**src/rtl/tmr_clock_divider.sv**
```systemverilog
// Triplicated integer clock divider for radiation-tolerant slow-clock generation.
// Three counter replicas are majority-voted and rewritten with the voted next
// value every cycle. A single upset in one replica is therefore repaired on the
// next edge and never reaches clock_out. The design flags the disagreement on
// tmr_err for one cycle.
module tmr_clock_divider #(
  parameter logic [31:0] DIVISOR = 32'd4,
  parameter int unsigned CNT_W   = 28
) (
  input  logic             clock_in,
  input  logic             rst,
  input  logic             enable,
  input  logic [2:0]       seu_inject,
  output logic             clock_out,
  output logic [CNT_W-1:0] cnt_voted,
  output logic             tmr_err
);

  // Elaboration guards: a ratio below 2 is meaningless, and the terminal
  // count must fit in the counter.
  if (DIVISOR < 32'd2) begin : g_divisor_too_small
    $error("tmr_clock_divider: DIVISOR must be at least 2");
  end
  if (64'(DIVISOR) > ((64'd1 << CNT_W) - 64'd1)) begin : g_divisor_too_wide
    $error("tmr_clock_divider: DIVISOR does not fit in CNT_W bits");
  end

  // Terminal count; the counter wraps to 0 here.
  localparam logic [CNT_W-1:0] DIV_M1 = CNT_W'(DIVISOR - 32'd1);
  // First count value with the output high; this gives floor/ceil duty.
  localparam logic [CNT_W-1:0] HALF   = CNT_W'(DIVISOR >> 1);

  // Bitwise 2-of-3 majority vote.
  function automatic logic [CNT_W-1:0] maj3(
    input logic [CNT_W-1:0] a,
    input logic [CNT_W-1:0] b,
    input logic [CNT_W-1:0] c
  );
    return (a & b) | (b & c) | (a & c);
  endfunction

  // Set when any replica disagrees with the vote.
  function automatic logic any_mismatch(
    input logic [CNT_W-1:0] a,
    input logic [CNT_W-1:0] b,
    input logic [CNT_W-1:0] c,
    input logic [CNT_W-1:0] v
  );
    return (a != v) | (b != v) | (c != v);
  endfunction

  // The replicas must survive synthesis as three separate registers.
  (* keep = "true", dont_touch = "true" *) logic [CNT_W-1:0] cnt_a_r;
  (* keep = "true", dont_touch = "true" *) logic [CNT_W-1:0] cnt_b_r;
  (* keep = "true", dont_touch = "true" *) logic [CNT_W-1:0] cnt_c_r;

  logic             clock_out_r;
  logic             tmr_err_r;
  logic [CNT_W-1:0] voted_s;
  logic [CNT_W-1:0] nxt_s;
  logic [CNT_W-1:0] base_s;
  logic             nxt_high_s;

  // Vote the replicas, then derive the next count. The >= test also catches
  // out-of-range values left behind by a double upset, so the voted value
  // always returns to 0..DIVISOR-1.
  always_comb begin
    voted_s = maj3(cnt_a_r, cnt_b_r, cnt_c_r);
    nxt_s   = '0;
    if (voted_s >= DIV_M1) begin
      nxt_s = '0;
    end else begin
      nxt_s = voted_s + {{(CNT_W-1){1'b0}}, 1'b1};
    end
    base_s = voted_s;
    if (enable) begin
      base_s = nxt_s;
    end else begin
      base_s = voted_s;
    end
    nxt_high_s = (nxt_s >= HALF);
  end

  // Replica update. Every replica is rewritten with the common value, which
  // scrubs it. The test hook flips bit 0 of the selected replicas only.
  always_ff @(posedge clock_in) begin
    if (rst) begin
      cnt_a_r <= '0;
      cnt_b_r <= '0;
      cnt_c_r <= '0;
    end else begin
      cnt_a_r <= base_s ^ {{(CNT_W-1){1'b0}}, seu_inject[0]};
      cnt_b_r <= base_s ^ {{(CNT_W-1){1'b0}}, seu_inject[1]};
      cnt_c_r <= base_s ^ {{(CNT_W-1){1'b0}}, seu_inject[2]};
    end
  end

  // Divided clock. It is registered from the next count, so it changes on the
  // same edge as the counter and holds while disabled.
  always_ff @(posedge clock_in) begin
    if (rst) begin
      clock_out_r <= 1'b0;
    end else if (enable) begin
      clock_out_r <= nxt_high_s;
    end else begin
      clock_out_r <= clock_out_r;
    end
  end

  // One-cycle error pulse when the replicas disagreed before this edge.
  always_ff @(posedge clock_in) begin
    if (rst) begin
      tmr_err_r <= 1'b0;
    end else begin
      tmr_err_r <= any_mismatch(cnt_a_r, cnt_b_r, cnt_c_r, voted_s);
    end
  end

  assign clock_out = clock_out_r;
  assign tmr_err   = tmr_err_r;
  assign cnt_voted = voted_s;

endmodule

```
**config.mk**
```make
export PLATFORM = sky130hd
export DESIGN_NAME = tmr_clock_divider
export DESIGN_NICKNAME = d
export VERILOG_FILES = /design/src/rtl/tmr_clock_divider.sv
export SDC_FILE = /design/constraint.sdc
export NUM_CORES = 1
export LEC_CHECK = 0
export ABC_AREA = 1
export CAP_MARGIN = 40
export CORE_MARGIN = 8
export CORE_UTILIZATION = 54
export DETAILED_ROUTE_END_ITERATION = 6
export PLACE_DENSITY_LB_ADDON = 0.08
export SLEW_MARGIN = 10
export SYNTH_ARGS = -nofsm -noshare
export SYNTH_HDL_FRONTEND = slang
export SYNTH_SLANG_ARGS = --single-unit
```
**constraint.sdc**
```tcl
create_clock -name clock_in -period 2.9 [get_ports clock_in]
set_input_delay 0.29 -clock clock_in [delete_from_list [all_inputs] [get_ports clock_in]]
set_output_delay 0.29 -clock clock_in [all_outputs]
set_load 0.05 [all_outputs]
```
== After elaboration in Yosys (flattened, before gate mapping) ==
Index checks and enable logic that the tools add are counted.
Widths: inputs -> output; s select.
Storage, ports and cells
  flip-flop bits (word level): 86
  bits of input ports: 6
  output and inout port bits: 30
  logic and storage cells: 23
Operators by class
  add/sub/neg operators: 1
  order comparisons: 2
  equality and inequality tests: 3
  muxes and demuxes: 2
  bitwise operators: 10
Operators with widths (number)
  $and 28x28->28: 3
  $ne 28x28->1: 3
  $xor 28x1->28: 3
  $ge 28x2->1 const B: 2
  $mux 28: 2
  $or 28x28->28: 2
  $add 28x1->28 const B: 1
  $or 1x1->1: 2

== Longest topological paths before layout ==
Gate-level depths: netlist (run 1).
  word-level depth: 7
  depth in mapped cells: 11
  gate-level depth less buffers: 11

== Worst setup path before layout (run 1) ==
No wires, ideal clock.
  kind: register to register
  from: register cnt_a_r[0]
  to: register cnt_a_r[0]
  setup time: 0.113 ns
  arrival: 1.556 ns
  required time: 2.787 ns
  path slack: 1.231 ns
  stages on the path, launching flop included: 11
  buffers on the path: 0
  period minus slack after synthesis: 1.669 ns
  path through: dfxtp_1 -> nor2_1 -> o21ai_2 -> ha_1 -> nor2_2 -> nand3_1 -> nor2_2 -> nand3_2 -> nand2_2 -> nor2_1 -> nor2_1
On the way
  cells in the longest elaborated chain, start to end: 7
  elaborated cells on any way between the ends: 9
  classes of those cells: add/sub (1); order compare (1); mux (2); bitwise (5)
Ends and longest elaborated chain
  start: declaration: line 53  | (* keep = "true", dont_touch = "true" *) logic [CNT_W-1:0] cnt_a_r;
  start signal: assignment: line 92  | cnt_a_r <= base_s ^ {{(CNT_W-1){1'b0}}, seu_inject[0]};
  $and 28x28->28: line 39  | return (a & b) | (b & c) | (a & c);
  $or 28x28->28: line 39
  $or 28x28->28 *: line 39
  named net cnt_voted[0]: line 15  | output logic [CNT_W-1:0] cnt_voted,
  $add 28x1->28 / $ge 28x2->1 (equally long branches): line 73, 70
  $mux 28: line 70  | if (voted_s >= DIV_M1) begin
  $mux 28 *: line 76  | if (enable) begin
  $xor 28x1->28 *: line 92
Mark *: on every way through the listed nets, which the timed path passes. The rest lies on a longest branch.
A chain may end at the register's enable or synchronous reset.

== Worst setup path in the final report (run 1) ==
  from: register cnt_a_r[0]
  to: output port cnt_voted[0]
On the way
  cells in the longest elaborated chain, start to end: 3
  elaborated cells on any way between the ends: 4
  classes of those cells: bitwise (4)
Ends and longest elaborated chain (line)
  $and 28x28->28: 39
  $or 28x28->28: 39
  $or 28x28->28 *: 39
  end: declaration: 15
Every way passes the cells marked *; elsewhere a longest branch is shown, timed or not.

==> metrics.txt, run 1 <==
outcome=completed; Pwr per Cell Area=around 470 nW/um^2; Leak=just over 0.0007 uW; mapped cell area=~1400 sq um; CORE AREA=2480 sq um; Max Clk Rate=around 470 MHz; largest net degree at the start of global routing=21; vias in the first global route=1102; reg2reg end=cnt_a_r[0]; setup TNS=0 ps; HP Class=reg2reg; GRT met2 Usage=a little under a quarter; H-tree depth=2; Root Driver=clkbuf_4; Area growth, synth to finish=15.4%; # Max-Cap Violations=0; Initial Util=~57%; port bufs=35; Synth Instances=~190; Worst VDD drop=approximately 0.00040 V; fin nets=about 210; Slew Limit Fails=0; Post-DRT Antenna Nets=0; clock slew at reported path FFs=~90 ps; Chip Height=around 67 um; num rows=18; total CTS buffers=5; Routed WL=between 2000 and 3000 um; met3 Usage GRT=under 10%; vias per cell=~4.9; CP Max Fanout=5; initial antenna violation count=0; 1st-iter DRT viols=between 40 and 50; fin area=approximately 1600 sq um; Final setup viols=0; Ports=36; cts hold-fix bufs=0; Final Power=771 uW; total setup buffers inserted after CTS=0; clk_lat worst skew=~320 ps; Final Hold Viols=0; Worst-Margin Slew=~650 ps; Yosys warnings=0; Post-route DRC=0; CP Data Required Time=between 2000 and 3000 ps; first-pass GRT wire length=between 4000 and 5000 um; global routing's busiest layer=met2; Diodes inserted=0; Pre-antenna DRT Iters=4; Final Core Density=between 60% and 70%; Slew HR=a little under three fifths; met1 Resource Use GR=between 10% and 20%; Cell Area, Placed=around 1600 sq um; CTS tree=done; flop2flop setup slack=approximately 1300 ps; clock tree buffer depth=2; Crit Path Category=reg2out; Period minus WS final=2110 ps; startpoint types=flip-flop; die area=4530 sq um; GRT overflow=0; CP Capture Type=output port; fin crit share=just over 70%; reg2reg start=cnt_a_r[0]; Global Route Usage Sum=about an eighth; WL per Instance=roughly 12 um; Die Width=roughly 67 um; clk_skew=between 4 and 5 ps; vias post-DR=between 1000 and 1500; synthesized area per cell=about 7.5 sq um; post-CTS sizing=0; WP data arrival=roughly 1800 ps; DP Wirelength=~2200 um; Synthesized Nets=a little under 200; clock sink total=32; share of post-route cells with drive strength above 1=9.00%; worst r2r path cells=11; RSZ-0062 raised after global routing=false; Final GP Congestion=0.752; WHS Path Cells=2
-- cell usage in the layout (no fill, tap or decap) --
| cell | n |
|---|---|
| nand3_1 | 10 |
| dfxtp_1 | 32 |
| ha_1 | 1 |
| nor2_1 | 19 |
| buf_4 | 2 |
| o21ai_2 | 1 |
| o21ai_0 | 1 |
| nand2_2 | 2 |
| nor3_1 | 26 |
| clkinv_2 | 1 |
| inv_2 | 2 |
| inv_1 | 29 |
| clkbuf_4 | 5 |
| nand3_2 | 1 |
| a21oi_1 | 3 |
| clkdlybuf4s50_1 | 35 |
| nand2_1 | 25 |
| nor2_2 | 4 |
| clkbuf_1 | 1 |
-- power breakdown --
group          switching (uW)  total [uW]  internal (uW)
registers                3.53         451            448
clock network             140         229           89.1
logic                    60.8        90.7           29.9
-- stage by stage --
stage,setup WS (ps),hold slack [ps],std cells
after floorplan,1230,425,189
after global placement,1150,441,223
after detailed placement,1110,444,223
after CTS,791,459,230
after global routing,720,475,230
final,794,455,230
-- worst max-delay path by stage --
stage	from	endpoint	cells after the start
6_report	cnt_a_r[0]	cnt_voted[0]	3
5_1_grt	cnt_b_r[0]	cnt_voted[0]	3
4_1_cts	cnt_a_r[0]	cnt_voted[0]	3
3_5_place_dp	enable	cnt_c_r[0]	6
3_3_place_gp	cnt_b_r[0]	cnt_voted[0]	3
2_1_floorplan	cnt_a_r[0]	cnt_a_r[0]	10
-- per-layer routing --
layer  routed length, um  vias up
met5                   0        -
met4                  55        0
met3                 279        7
met2                1320       34
met1                1150      522
li1                    -      575
-- critical path, stage by stage (launching register included) --
cell,delay [ps]
dfxtp_1,330
nor2_1,70
o21ai_2,230
clkdlybuf4s50_1,860
-- cell type report --
cell class | instances | area (sq um)
inverter | 31 | 116
clock inverter | 1 | 5.00
clock buffer | 6 | 41.3
timing repair buffer | 37 | 365
sequential | 32 | 641
tap | 30 | 37.5
fill | 224 | 837
multi-input combinational | 93 | 434
(Power assumes the default switching activity.)
==> run 2, diff against run 1 <==
--- a/config.mk
+++ b/config.mk
@@ -8,7 +8,7 @@
 export ABC_AREA = 1
 export CAP_MARGIN = 40
 export CORE_MARGIN = 8
-export CORE_UTILIZATION = 54
+export CORE_UTILIZATION = 51
 export DETAILED_ROUTE_END_ITERATION = 6
 export PLACE_DENSITY_LB_ADDON = 0.08
 export SLEW_MARGIN = 10
==> constraint.sdc (replaced) <==
create_clock -name clock_in -period 2.2 [get_ports clock_in]
set_input_delay 0.22 -clock clock_in [delete_from_list [all_inputs] [get_ports clock_in]]
set_output_delay 0.22 -clock clock_in [all_outputs]
set_load 0.05 [all_outputs]
==> run 2 against run 1 <==
Die area rose by 4.5%. Design area rose by 1.4%. Sequential share of layout area fell by 0.56 points. Sequential cell count did not move. Clock-buffer cell count did not move. Worst setup slack got worse by 610 ps. First-iteration DRC count rose by 45%. Highest routed layer unchanged.
==> metrics.txt, run 2 (synthesized netlist as in run 1, its figures left out) <==
WL per Instance=11.4 um (was 12.2 um); clock sink total=32 (unchanged); Clock Power Share=32.3% (was 29.7%); final setup margin=186 ps (was 794 ps); DP Wirelength=2080 um (was 2200 um); clock slew at reported path FFs=100 ps (was 90 ps); setup TNS=0 ps (unchanged); vias post-DR=1084 (was 1138); Slew HR=66.0% (was 56.5%); DR top layer=met4 (unchanged); clock tree buffer depth=2 (unchanged); critical path, cell by cell=nor2_1 -> o21ai_2 -> clkdlybuf4s50_1 (unchanged); post-CTS sizing=0 (unchanged); Pint=783 uW (was 567 uW); port bufs=35 (unchanged); Psw=271 uW (was 204 uW); most frequent cells in the layout=clkdlybuf4s50_1, dfxtp_1, inv_1, nor3_1, nand2_1 (unchanged); met3 routed WL=248 um (was 279 um); CTS tree=done (unchanged); Period minus WS final=roughly 2000 ps; CORE AREA=2710 sq um (was 2480 sq um); met1 wire length=1160 um (was 1150 um); Worst VDD drop=0.000552 V (was 0.000403 V); CP Capture Type=output port (unchanged); Worst Hold Slack=453 ps (was 455 ps); Slew Limit Fails=0 (unchanged); Root Driver=clkbuf_4 (unchanged); Global Route Usage Sum=12.7% (was 13.0%); Chip Height=68.8 um (was 67.3 um); total CTS buffers=5 (unchanged); commonest non-fill, non-tap cell in the layout=clkdlybuf4s50_1 (unchanged); RSZ-0062 raised after global routing=false (unchanged); cts hold-fix bufs=0 (unchanged); Ports=36 (unchanged); Crit Path Category=reg2out (unchanged); num rows=19 (was 18); Pwr per Cell Area=633 nW/um^2 (was 470 nW/um^2); Diodes inserted=0 (unchanged); Final setup viols=0 (unchanged); slowest CP cell=clkdlybuf4s50_1 (unchanged); initial antenna violation count=0 (unchanged); outcome=completed (unchanged); # Max-Cap Violations=0 (unchanged); first-pass GRT wire length=4600 um (was 4430 um); H-tree depth=2 (unchanged); power share of the sequential group=56.5% (was 58.5%); Initial Util=52.4% (was 57.4%); CP Data Required Time=1980 ps (was 2610 ps); Final GP Congestion=0.723 (was 0.752); clk_skew=10.9 ps (was 4.87 ps); fin nets=208 (was 207); largest net degree at the start of global routing=30 (was 21); Final Hold Viols=0 (unchanged); die area=4730 sq um (was 4530 sq um); vias in the first global route=1115 (was 1102); Buf+Inv Stages, Crit Path=1 (unchanged); 1st-iter DRT viols=64 (was 44); Max Clk Rate=approximately 500 MHz; dpl ws=550 ps (was 1110 ps); CP Max Fanout=5 (unchanged); Worst-Margin Slew=509 ps (was 651 ps); Pre-antenna DRT Iters=4 (unchanged); fin cells=233 (was 230); Area growth, synth to finish=17.1% (was 15.4%); combinational share of power=11.2% (was 11.8%); Die Width=68.8 um (was 67.3 um); delay-heaviest family, CP=buffers and inverters (unchanged); WP data arrival=1790 ps (was 1820 ps); fill count=244 (was 224); vias per cell=4.65 (was 4.95); HP Class=reg2reg (unchanged); startpoint types=flip-flop (unchanged); Post-DRT Antenna Nets=0 (unchanged); total setup buffers inserted after CTS=0 (unchanged); GRT overflow=0 (unchanged); share of post-route cells with drive strength above 1=10.4% (was 9.00%); Largest stage delay, worst path=850 ps (was 860 ps); fin crit share=between 90% and 100%; met2 wire length=1240 um (was 1320 um); clk_lat worst skew=320 ps (about the same); sw frac=25.7% (was 26.5%); Routed WL=2670 um (was 2800 um); Post-route DRC=0 (unchanged); multi-input logic area=434 sq um (unchanged); total area of sequential cells=641 sq um (unchanged); Leak=0.000742 uW (was 0.000727 uW); Placed Instances=225 (was 223)
==> run 2: cell types whose count changed in the layout (fill, tap and decap cells not counted), sizes merged <==
cell,delta
clkinv,+1
buf,+1
==> run 2: worst paths after layout <==
path	depth (start not counted)	endpoint	start	slack [ps]
setup / recovery	3	cnt_voted[0]	cnt_c_r[0]	190
hold reg to reg	2	flip-flop	flip-flop	450
setup reg to reg	11	cnt_b_r[0]	cnt_a_r[0]	650
hold / removal	2	flip-flop	flip-flop	450
==> run 2: metal layers <==
metal | vias up | global-route usage (%)
li1 | 578 | -
met1 | 470 | 13.5
met2 | 32 | 22.1
met3 | 4 | 5.17
met4 | 0 | 5.26
met5 | - | 0
==> run 2: cell type report <==
cell class | instances | share of cell area, %
Sequential cell | 32 | 38.5
Inverter | 31 | 6.99
Timing Repair Buffer | 38 | 22.4
Clock buffer | 6 | 3.08
Tap cell | 31 | 2.33
Clock inverter | 2 | 0.602
Multi-Input combinational cell | 93 | 26.1
==> run 2: tightest hold or removal path, delay by kind of cell (launching register included) <==
family        cells  cell delay, ps
flops             1             320
buf+inv           1              60
simple gates      1              40
==> run 2: through the flow <==
step           utilization [%]  power [uW]  instance area (sq um)
6_report                  61.4        1050                   1660
5_1_grt                   61.4        1120                   1660
4_1_cts                   61.4        1070                   1660
3_5_place_dp              59.1         727                   1600
3_3_place_gp              59.1         724                   1600
2_1_floorplan                -         691                   1420
==> run 2: power groups by stage <==
stage,sequential (uW),clock (uW),combinational (uW)
3_5_place_dp,609,0,118
3_3_place_gp,608,0,116
2_1_floorplan,622,0,69.2
6_report,596,340,118
4_1_cts,596,359,119
5_1_grt,597,388,131
==> run 3, diff against run 2 <==
--- a/config.mk
+++ b/config.mk
@@ -5,10 +5,10 @@
 export SDC_FILE = /design/constraint.sdc
 export NUM_CORES = 1
 export LEC_CHECK = 0
-export ABC_AREA = 1
 export CAP_MARGIN = 40
 export CORE_MARGIN = 8
-export CORE_UTILIZATION = 51
+export CORE_UTILIZATION = 53
+export CTS_BUF_LIST = sky130_fd_sc_hd__clkbuf_4
 export DETAILED_ROUTE_END_ITERATION = 6
 export PLACE_DENSITY_LB_ADDON = 0.08
 export SLEW_MARGIN = 10
==> run 3 against run 2 <==
Non-clock buffer count is the same. Cell count down 21%. Sequential power about the same. Clock-buffer cell count shrank 1. Utilization is 3.7 points higher. Die area is 7.4% lower. Maximum frequency down 2.4%. Clock power down 11%. Register-to-register slack got worse by 390 ps. Combinational power decreased by 8%. Largest power group unchanged. Highest routed layer unchanged.
==> metrics.txt, run 3 <==
vias per cell=5.18 (was 4.65); Global Route Usage Sum=12.3% (was 12.7%); DP Wirelength=1830 um (was 2080 um); total setup buffers inserted after CTS=0 (unchanged); Post-DRT Antenna Nets=0 (unchanged); total area of sequential cells=641 sq um (unchanged); share of post-route cells with drive strength above 1=9.09% (was 10.4%); Crit Path Category=reg2out (unchanged); Diodes inserted=0 (unchanged); 1st-iter DRT viols=58 (was 64); Slew HR=66.2% (was 66.0%); dpl ws=280 ps (was 550 ps); vias in the first global route=924 (was 1115); CP Capture Type=output port (unchanged); die area=4380 sq um (was 4730 sq um); clock sink total=32 (unchanged); Slew Limit Fails=0 (unchanged); final setup margin=136 ps (was 186 ps); fin nets=160 (was 208); WHS Path Cells=1 (was 2); H-tree depth=2 (unchanged); # Max-Cap Violations=0 (unchanged); Final Hold Viols=0 (unchanged); fin crit share=93.8% (was 91.6%); Synth Instances=139 (was 189); RSZ-0062 raised after global routing=false (unchanged); Pre-antenna DRT Iters=4 (unchanged); Pwr per Cell Area=637 nW/um^2 (was 633 nW/um^2); synthesized area per cell=9.61 sq um (was 7.52 sq um); clock slew at reported path FFs=90 ps (was 100 ps); flop2flop setup slack=260 ps (was 650 ps); multi-input logic area=478 sq um (was 434 sq um); HP Class=reg2reg (unchanged); vias post-DR=953 (was 1084); fill count=214 (was 244); Routed WL=2480 um (was 2670 um); WL per Instance=13.5 um (was 11.4 um); clk_lat worst skew=320 ps (about the same); WP data arrival=1840 ps (was 1790 ps); fin area=1580 sq um (was 1660 sq um); most frequent cells in the layout=clkdlybuf4s50_1, dfxtp_1, and2_1, nor3_1 (was clkdlybuf4s50_1, dfxtp_1, inv_1, nor3_1, nand2_1); Leak=0.000637 uW (was 0.000742 uW); outcome=completed (unchanged); Worst-Margin Slew=505 ps (was 509 ps); Post-route DRC=0 (unchanged); Synthesized Nets=146 (was 196); Initial Util=54.9% (was 52.4%); initial antenna violation count=0 (unchanged); Period minus WS final=2060 ps (was 2010 ps); Worst VDD drop=0.000522 V (was 0.000552 V); Final Power=1010 uW (was 1050 uW); setup TNS=0 ps (unchanged); CTS tree=done (unchanged); mapped cell area=1340 sq um (was 1420 sq um); Cell Area, Placed=1530 sq um (was 1600 sq um); startpoint types=flip-flop (unchanged); Max Clk Rate=485 MHz (was 496 MHz); largest net degree at the start of global routing=20 (was 30); Root Driver=clkbuf_4 (unchanged); port bufs=35 (unchanged); Chip Height=66.2 um (was 68.8 um); commonest non-fill, non-tap cell in the layout=clkdlybuf4s50_1 (unchanged); Final setup viols=0 (unchanged); total CTS buffers=5 (unchanged); CP Data Required Time=1980 ps (about the same); GRT overflow=0 (unchanged); worst r2r path cells=6 (was 11); Final GP Congestion=0.813 (was 0.723); reg2reg start=cnt_c_r[0] (was cnt_a_r[0]); first-pass GRT wire length=4220 um (was 4600 um); Die Width=66.2 um (was 68.8 um); num rows=18 (was 19); Area growth, synth to finish=18.5% (was 17.1%); cts hold-fix bufs=0 (unchanged); Ports=36 (unchanged); post-CTS sizing=0 (unchanged); Yosys warnings=0 (unchanged); CP Max Fanout=11 (was 5); CORE AREA=2430 sq um (was 2710 sq um); clock tree buffer depth=2 (unchanged); clk_skew=2.21 ps (was 10.9 ps); Final Core Density=65.1% (was 61.4%)
-- run 3: cell count changes in the layout (fill, tap and decap cells not counted), sizes merged, moves of 3 or more --
cell and change:
nor4b +3, nor4 +6, nor2 -19, a21oi -3, nand3 -7, or4b +3
nand2 -23, nand4 +4, nor3 -19, and2 +26, inv -31, o21ai +4
-- run 3: worst max-delay path, stage by stage, from the launching register on --
cell and delay (ps):
dfxtp_1 370, maj3_2 320, clkdlybuf4s50_1 840
-- run 3: report_power, final --
group	total [uW]	leakage, uW	internal (uW)	switching [uW]
registers	599	0.000259	591	7.54
logic	109	0.000346	44.0	64.7
clock network	301	0.0000324	117	184
-- run 3: area by class of cell --
class / count / share of cell area, %
clock inverters: 3 / 0.869
flip-flops and latches: 32 / 40.4
clock buffers: 5 / 2.37
multi-input cells: 76 / 30.2
well taps: 30 / 2.37
repair buffers: 38 / 23.8
-- run 3: how the worst max path moves through the flow --
stage	slack, ps	to	cells after the start	from
2_1_floorplan	380	flip-flop	6	cnt_c_r[0]
3_3_place_gp	320	clock_out	6	cnt_c_r[0]
3_5_place_dp	280	flip-flop	6	cnt_c_r[0]
4_1_cts	130	cnt_voted[0]	2	cnt_c_r[0]
5_1_grt	60	cnt_voted[0]	2	cnt_c_r[0]
6_report	140	cnt_voted[0]	2	cnt_c_r[0]
-- run 3: layer usage --
metal  part of all wire, %  vias up  global-route usage [%]
li1                      -      476                       -
met1                    47      442                    14.1
met2                    44       30                    19.7
met3                   7.4        5                    4.92
met4                   1.4        0                    5.60
met5                     0        -                       0
-- run 3: per-stage QoR --
stage,cells,hold WS (ps)
2_1_floorplan,139,440
3_3_place_gp,175,468
3_5_place_dp,176,473
4_1_cts,184,495
5_1_grt,184,510
6_report,184,493
